### src/rtl/iso14443a_miller_rx.sv
// Modified-Miller receive decoder for the ISO/IEC 14443-A 106 kbit/s PCD->PICC link.
// Oversamples the pause signal per etu and recovers SOF, data bits, parity and EOF.
module iso14443a_miller_rx #(
  parameter int unsigned BIT_CLKS   = 128,
  parameter bit          PARITY_ODD = 1'b1
) (
  input  logic       clk_sc,
  input  logic       resetn,
  input  logic       rx_en,
  input  logic       miller_in,
  output logic [7:0] rx_data,
  output logic [3:0] rx_nbits,
  output logic       rx_valid,
  output logic       rx_par_err,
  output logic       rx_sof,
  output logic       rx_eof,
  output logic       rx_err,
  output logic       rx_busy
);

  localparam int unsigned CntW = $clog2(BIT_CLKS);
  localparam logic [CntW-1:0] SampQ1 = CntW'(BIT_CLKS / 4);
  localparam logic [CntW-1:0] SampQ3 = CntW'(3 * BIT_CLKS / 4);
  localparam logic [CntW-1:0] WinEnd = CntW'(BIT_CLKS - 1);

  typedef enum logic [1:0] {StIdle, StSof, StData} state_e;
  state_e state_q, state_d;

  logic            m_meta_q, m_s_q, m_prev_q;
  logic [CntW-1:0] bcnt_q, bcnt_d;
  logic            s1_q, s1_d, s3_q, s3_d;
  logic            prev_q, prev_d, pend_q, pend_d, pend_bit_q, pend_bit_d;
  logic [7:0]      shift_q, shift_d;
  logic [3:0]      cnt_q, cnt_d;
  logic [7:0]      data_q, data_d;
  logic [3:0]      nbits_q, nbits_d;
  logic            valid_q, valid_d, par_q, par_d, sof_q, sof_d;
  logic            eof_q, eof_d, err_q, err_d, busy_q, busy_d;

  logic fall, win_end, sym_z, sym_x, sym_y, sym_bad, eof_sym, code_err;

  always_ff @(posedge clk_sc or negedge resetn) begin
    if (!resetn) begin
      m_meta_q <= 1'b1;
      m_s_q    <= 1'b1;
      m_prev_q <= 1'b1;
    end else begin
      m_meta_q <= miller_in;
      m_s_q    <= m_meta_q;
      m_prev_q <= m_s_q;
    end
  end

  assign fall     = m_prev_q & ~m_s_q;
  assign win_end  = (bcnt_q == WinEnd);
  assign sym_z    = ~s1_q & s3_q;
  assign sym_x    = s1_q & ~s3_q;
  assign sym_y    = s1_q & s3_q;
  assign sym_bad  = ~s1_q & ~s3_q;
  assign eof_sym  = sym_y & ~prev_q;
  // A Y right after SOF has nothing pending: empty frame, treated as a coding error.
  assign code_err = sym_bad | (sym_z & prev_q) | (eof_sym & ~pend_q);

  always_ff @(posedge clk_sc or negedge resetn) begin
    if (!resetn) begin
      state_q <= StIdle;
    end else begin
      state_q <= state_d;
    end
  end

  always_comb begin
    state_d = state_q;
    unique case (state_q)
      StIdle: if (rx_en && fall) state_d = StSof;
      StSof: begin
        if (!rx_en) state_d = StIdle;
        else if (win_end) state_d = sym_z ? StData : StIdle;
      end
      StData: begin
        if (!rx_en) state_d = StIdle;
        else if (win_end && (eof_sym || code_err)) state_d = StIdle;
      end
      default: state_d = StIdle;
    endcase
  end

  always_comb begin
    bcnt_d     = win_end ? '0 : bcnt_q + CntW'(1);
    s1_d       = (bcnt_q == SampQ1) ? m_s_q : s1_q;
    s3_d       = (bcnt_q == SampQ3) ? m_s_q : s3_q;
    prev_d     = prev_q;
    pend_d     = pend_q;
    pend_bit_d = pend_bit_q;
    shift_d    = shift_q;
    cnt_d      = cnt_q;
    data_d     = data_q;
    nbits_d    = nbits_q;
    par_d      = par_q;
    valid_d    = 1'b0;
    sof_d      = 1'b0;
    eof_d      = 1'b0;
    err_d      = 1'b0;
    busy_d     = (state_d != StIdle);
    if (state_q == StIdle) bcnt_d = '0;
    if (rx_en && win_end) begin
      if (state_q == StSof && sym_z) begin
        sof_d   = 1'b1;
        prev_d  = 1'b0;
        pend_d  = 1'b0;
        shift_d = '0;
        cnt_d   = '0;
      end else if (state_q == StData) begin
        if (code_err) begin
          err_d = 1'b1;
        end else if (eof_sym) begin
          // The pending 0 opens the EOF sequence and is dropped.
          eof_d = 1'b1;
          if (cnt_q != 4'd0) begin
            valid_d = 1'b1;
            data_d  = shift_q;
            nbits_d = cnt_q;
            par_d   = 1'b0;
          end
        end else begin
          prev_d     = sym_x;
          pend_bit_d = sym_x;
          pend_d     = 1'b1;
          if (pend_q) begin
            if (cnt_q == 4'd8) begin
              valid_d = 1'b1;
              data_d  = shift_q;
              nbits_d = 4'd8;
              par_d   = ((^shift_q) ^ pend_bit_q) != PARITY_ODD;
              shift_d = '0;
              cnt_d   = '0;
            end else begin
              shift_d[cnt_q[2:0]] = pend_bit_q;
              cnt_d               = cnt_q + 4'd1;
            end
          end
        end
      end
    end
  end

  always_ff @(posedge clk_sc or negedge resetn) begin
    if (!resetn) begin
      bcnt_q     <= '0;
      s1_q       <= 1'b1;
      s3_q       <= 1'b1;
      prev_q     <= 1'b0;
      pend_q     <= 1'b0;
      pend_bit_q <= 1'b0;
      shift_q    <= '0;
      cnt_q      <= '0;
      data_q     <= '0;
      nbits_q    <= '0;
      par_q      <= 1'b0;
      valid_q    <= 1'b0;
      sof_q      <= 1'b0;
      eof_q      <= 1'b0;
      err_q      <= 1'b0;
      busy_q     <= 1'b0;
    end else begin
      bcnt_q     <= bcnt_d;
      s1_q       <= s1_d;
      s3_q       <= s3_d;
      prev_q     <= prev_d;
      pend_q     <= pend_d;
      pend_bit_q <= pend_bit_d;
      shift_q    <= shift_d;
      cnt_q      <= cnt_d;
      data_q     <= data_d;
      nbits_q    <= nbits_d;
      par_q      <= par_d;
      valid_q    <= valid_d;
      sof_q      <= sof_d;
      eof_q      <= eof_d;
      err_q      <= err_d;
      busy_q     <= busy_d;
    end
  end

  assign rx_data    = data_q;
  assign rx_nbits   = nbits_q;
  assign rx_valid   = valid_q;
  assign rx_par_err = par_q;
  assign rx_sof     = sof_q;
  assign rx_eof     = eof_q;
  assign rx_err     = err_q;
  assign rx_busy    = busy_q;

endmodule

### config.mk
export PLATFORM = sky130hd
export DESIGN_NAME = iso14443a_miller_rx
export DESIGN_NICKNAME = d
export VERILOG_FILES = /design/src/rtl/iso14443a_miller_rx.sv
export SDC_FILE = /design/constraint.sdc
export NUM_CORES = 1
export LEC_CHECK = 0
export ABC_AREA = 1
export BUFFER_PORTS_ARGS = -buffer_cell sky130_fd_sc_hd__buf_2
export CAP_MARGIN = 25
export CORE_UTILIZATION = 61
export CTS_BUF_LIST = sky130_fd_sc_hd__clkbuf_4 sky130_fd_sc_hd__clkbuf_8
export DETAILED_ROUTE_END_ITERATION = 8
export PLACE_DENSITY_LB_ADDON = 0.08
export SKIP_LAST_GASP = 1
export SYNTH_ARGS = -nofsm -noshare
export SYNTH_HDL_FRONTEND = slang
export SYNTH_SLANG_ARGS = --single-unit
### constraint.sdc
create_clock -name clk_sc -period 2.5 [get_ports clk_sc]
set_input_delay 0.5 -clock clk_sc [delete_from_list [all_inputs] [get_ports clk_sc]]
set_output_delay 0.5 -clock clk_sc [all_outputs]
set_load 0.005 [all_outputs]
==> impl_metrics.toml <==
[grt]
grt_use_met1_pct = 29.7
met2_usage_pct = 45.1
overflow = 0
grt-busiest-layer = "met2"
grt_pass1_vias = 2015
gr-usage-met3_pct = 5.07
grt_pass1_wl_um = 8470
gr-usage-all-layers_pct = 25.1
antenna_found_initial = 0
grt_max_degree = 48

[critical_path]
crit_path_cell_trace = "clkinv_1 > ha_1 > nand2_1 > nor2_4 > inv_1 > nand2_1 > a31oi_1 > nor2_1 > nand2_1 > nand2_1"
reg2regPathDepth = 10
crit_fanout = 11
cp.arrival_ps = 2430
critical_path_depth = 10
crit_top_cell = "nand2_1"
r2r_slack_ps = 260
cp_slowest_cell = "dfrtp_1"
cp-end-kind = "register"
critPathMaxStageDelay_ps = 560
cpLargestDelayFamily = "simple AND/OR/NAND/NOR gates"
path_buf_inv = 2
reg2reg_from = "cnt_q[0]"
crit_path_start_kind = "register"
r2r_end = "shift_q[1]"
critPathKind = "reg -> reg"
cp.required_ps = 2680
crit_start = "cnt_q[0]"

[floorplan]
start_util_pct = 64.1
dieArea_um2 = 4530
num_io_pins = 22
rows = 23
die_w_um = 67.3
core_um2 = 4060
die_h_um = 67.3

[drt]
viasPerCell = 5.12
ant_nets = 0
wl_per_cell_um = 12.0
drt_first_iter_violations = 69
dr.pass1.iters = 4
vias = 2067
drc = 0
drt-total-wl_um = 4850

[synth]
yosysTopAreaCell = "dfrtp_1"
ys_top_cells_by_area = "dfrtp_1, nand2_1, inv_1, dfstp_2, nor2_1"
synthArstFlopShare_pct = 100
yosys_register_bits = 47
synth_flop_cell = "dfrtp_1"
synth_warnings = 0
syn_nets = 341
yosysUniqueCellTypes = 34
synth_edf_count = 0
avgSynthCellArea_um2 = 7.81
synth_area_um2 = 2600
synth_top_cell_area_share_pct = 40.4
syn_inst = 333
yosysSeqAreaShare_pct = 45.5

[layout]
fillCellCount = 346
area_growth_pct = 7.65
nets = 361
diodes = 0
drive_gt1_share_pct = 17.8

[cts]
cts_max_level = 2
cts_tree = "yes"
clk_latency_ps = 300
hold_buffers = 0
cts.sinks = 47
cts.repair.resized = 0
path_clk_slew_ps = 80
clk_path_buf_depth = 2
cts_inserted_buffers = 5
cts-root-buf = "clkbuf_8"
post_cts_buffers = 0

[pwr]
clockPowerShare_pct = 36.2
power_frac_comb_pct = 3.0
ir_worst_vdd_mv = 0.374
internal-power_mw = 1.01
sw_frac_of_total_pct = 20.7
power_frac_seq_pct = 60.7
leakagePower_nw = 1.42
p_per_area_nw_per_um2 = 455
p_sw_mw = 0.264
p_total_mw = 1.27

[placed_design]
dp_hpwl_um = 3600
gp_congestion = 0.849
io_buffers = 21

[timing]
setup_viol = 0
drv_slew = 0
hold_viol = 0
rsz0062_at_grt = "no"
slew_headroom_pct = 61.0
fin_crit_sh_pct = 89.8
worstMarginPinSlew_ps = 585
clock.fmax_mhz = 445
finalCriticalPeriod_ps = 2240
fin_skew_ps = 13.9
fin_setup_tns_ps = 0

[flow_run]
cap_violations = 0

[outcome]
status = "finished, final reports clean"

[worst_hold_path]
min_path_type = "in -> async"
## metrics by stage
step	hold slack (ps)	cells	util [%]	cell area (µm²)	setup WS, ps
floorplan	204	333	-	2600	654
global placement	358	396	66.8	2710	379
detailed placement	361	396	66.8	2710	294
CTS	298	404	69.0	2800	288
global route	284	404	69.0	2800	25.8
finish	284	404	69.0	2800	255
## power groups by stage
stage	registers (mW)	logic, mW	clock network [mW]
floorplan	0.787	0.0150	0
global placement	0.788	0.0391	0
global route	0.774	0.0446	0.506
CTS	0.773	0.0404	0.474
detailed placement	0.788	0.0403	0
finish	0.773	0.0385	0.462
## worst max-delay path by stage
stage / end / slack (ps)
2_1_floorplan: shift_q[1] / 650
3_3_place_gp: shift_q[1] / 380
3_5_place_dp: shift_q[1] / 290
4_1_cts: shift_q[1] / 290
5_1_grt: shift_q[3] / 30
6_report: shift_q[1] / 260
## worst register-to-register path, cell delays in order (launching register included)
cell and delay (ps):
dfrtp_1 560, clkinv_1 320, ha_1 280, nand2_1 140, nor2_4 70, inv_1 110, nand2_1 190, a31oi_1 280
nor2_1 80, nand2_1 60, nand2_1 50
## synthesized netlist by cell type (2+ instances only)
cell,count
o21ai_1,15
nand4_1,10
o21ai_0,9
inv_1,48
dfstp_2,5
nor3_1,10
nor2_1,26
nor2_2,5
buf_2,3
clkinv_1,2
inv_2,2
nand2_4,2
a21oi_1,3
a31oi_1,6
buf_4,2
dfrtp_1,42
o21ai_2,8
xor2_1,2
ha_1,4
nand2_2,4
nand3_1,12
nand3_4,2
buf_6,3
nand2_1,98
## state kept, by name, summed over array words and instances, names as in the netlist
name	cells
bcnt_q	7
cnt_q	4
m_meta_q	1
m_prev_q	1
m_s_q	1
pend_bit_q	1
pend_q	1
prev_q	1
rx_busy	1
rx_data	8
rx_eof	1
rx_err	1
rx_nbits	4
rx_par_err	1
rx_sof	1
rx_valid	1
s1_q	1
s3_q	1
shift_q	8
state_q	2
## cells by family (layout without fill, tap and decap cells)
| logic type | Yosys count | after routing | synth area share, % |
|---|---|---|---|
| fa+ha+maj | 4 | 4 | 1.92 |
| simple gates | 175 | 175 | 31.7 |
| xor+xnor | 2 | 2 | 0.674 |
| compound gates | 43 | 43 | 9.91 |
| buf+inv | 62 | 83 | 10.3 |
| flops | 47 | 47 | 45.5 |
## metal layers
metal | routed length, µm | vias to the layer above
met4 | 71 | 0
met2 | 2390 | 44
met1 | 2220 | 928
met3 | 163 | 8
met5 | 0 | -
li1 | - | 1087
## cell type report
class                           instances  area (µm²)  area share (%)
Sequential cell                        47        1180            42.2
Inverter                               53         201            7.19
Timing Repair Buffer                   22         113            4.02
Multi-Input combinational cell        224        1150            41.1
Clock buffer                            8        91.3            3.26
Tap cell                               50        62.6            2.23
## placed cells by master (no fill, tap or decap), types with 3 or more instances in the layout
master / n
nand2_1: 98
inv_1: 48
dfrtp_1: 42
nor2_1: 26
buf_2: 21
o21ai_1: 15
nand3_1: 12
nand4_1: 10
nor3_1: 10
o21ai_0: 9
o21ai_2: 8
a31oi_1: 6
nor2_2: 5
clkbuf_8: 5
dfstp_2: 5
nand2_2: 4
ha_1: 4
a21oi_1: 3
clkbuf_4: 3
Power figures use the tool's default switching activity.
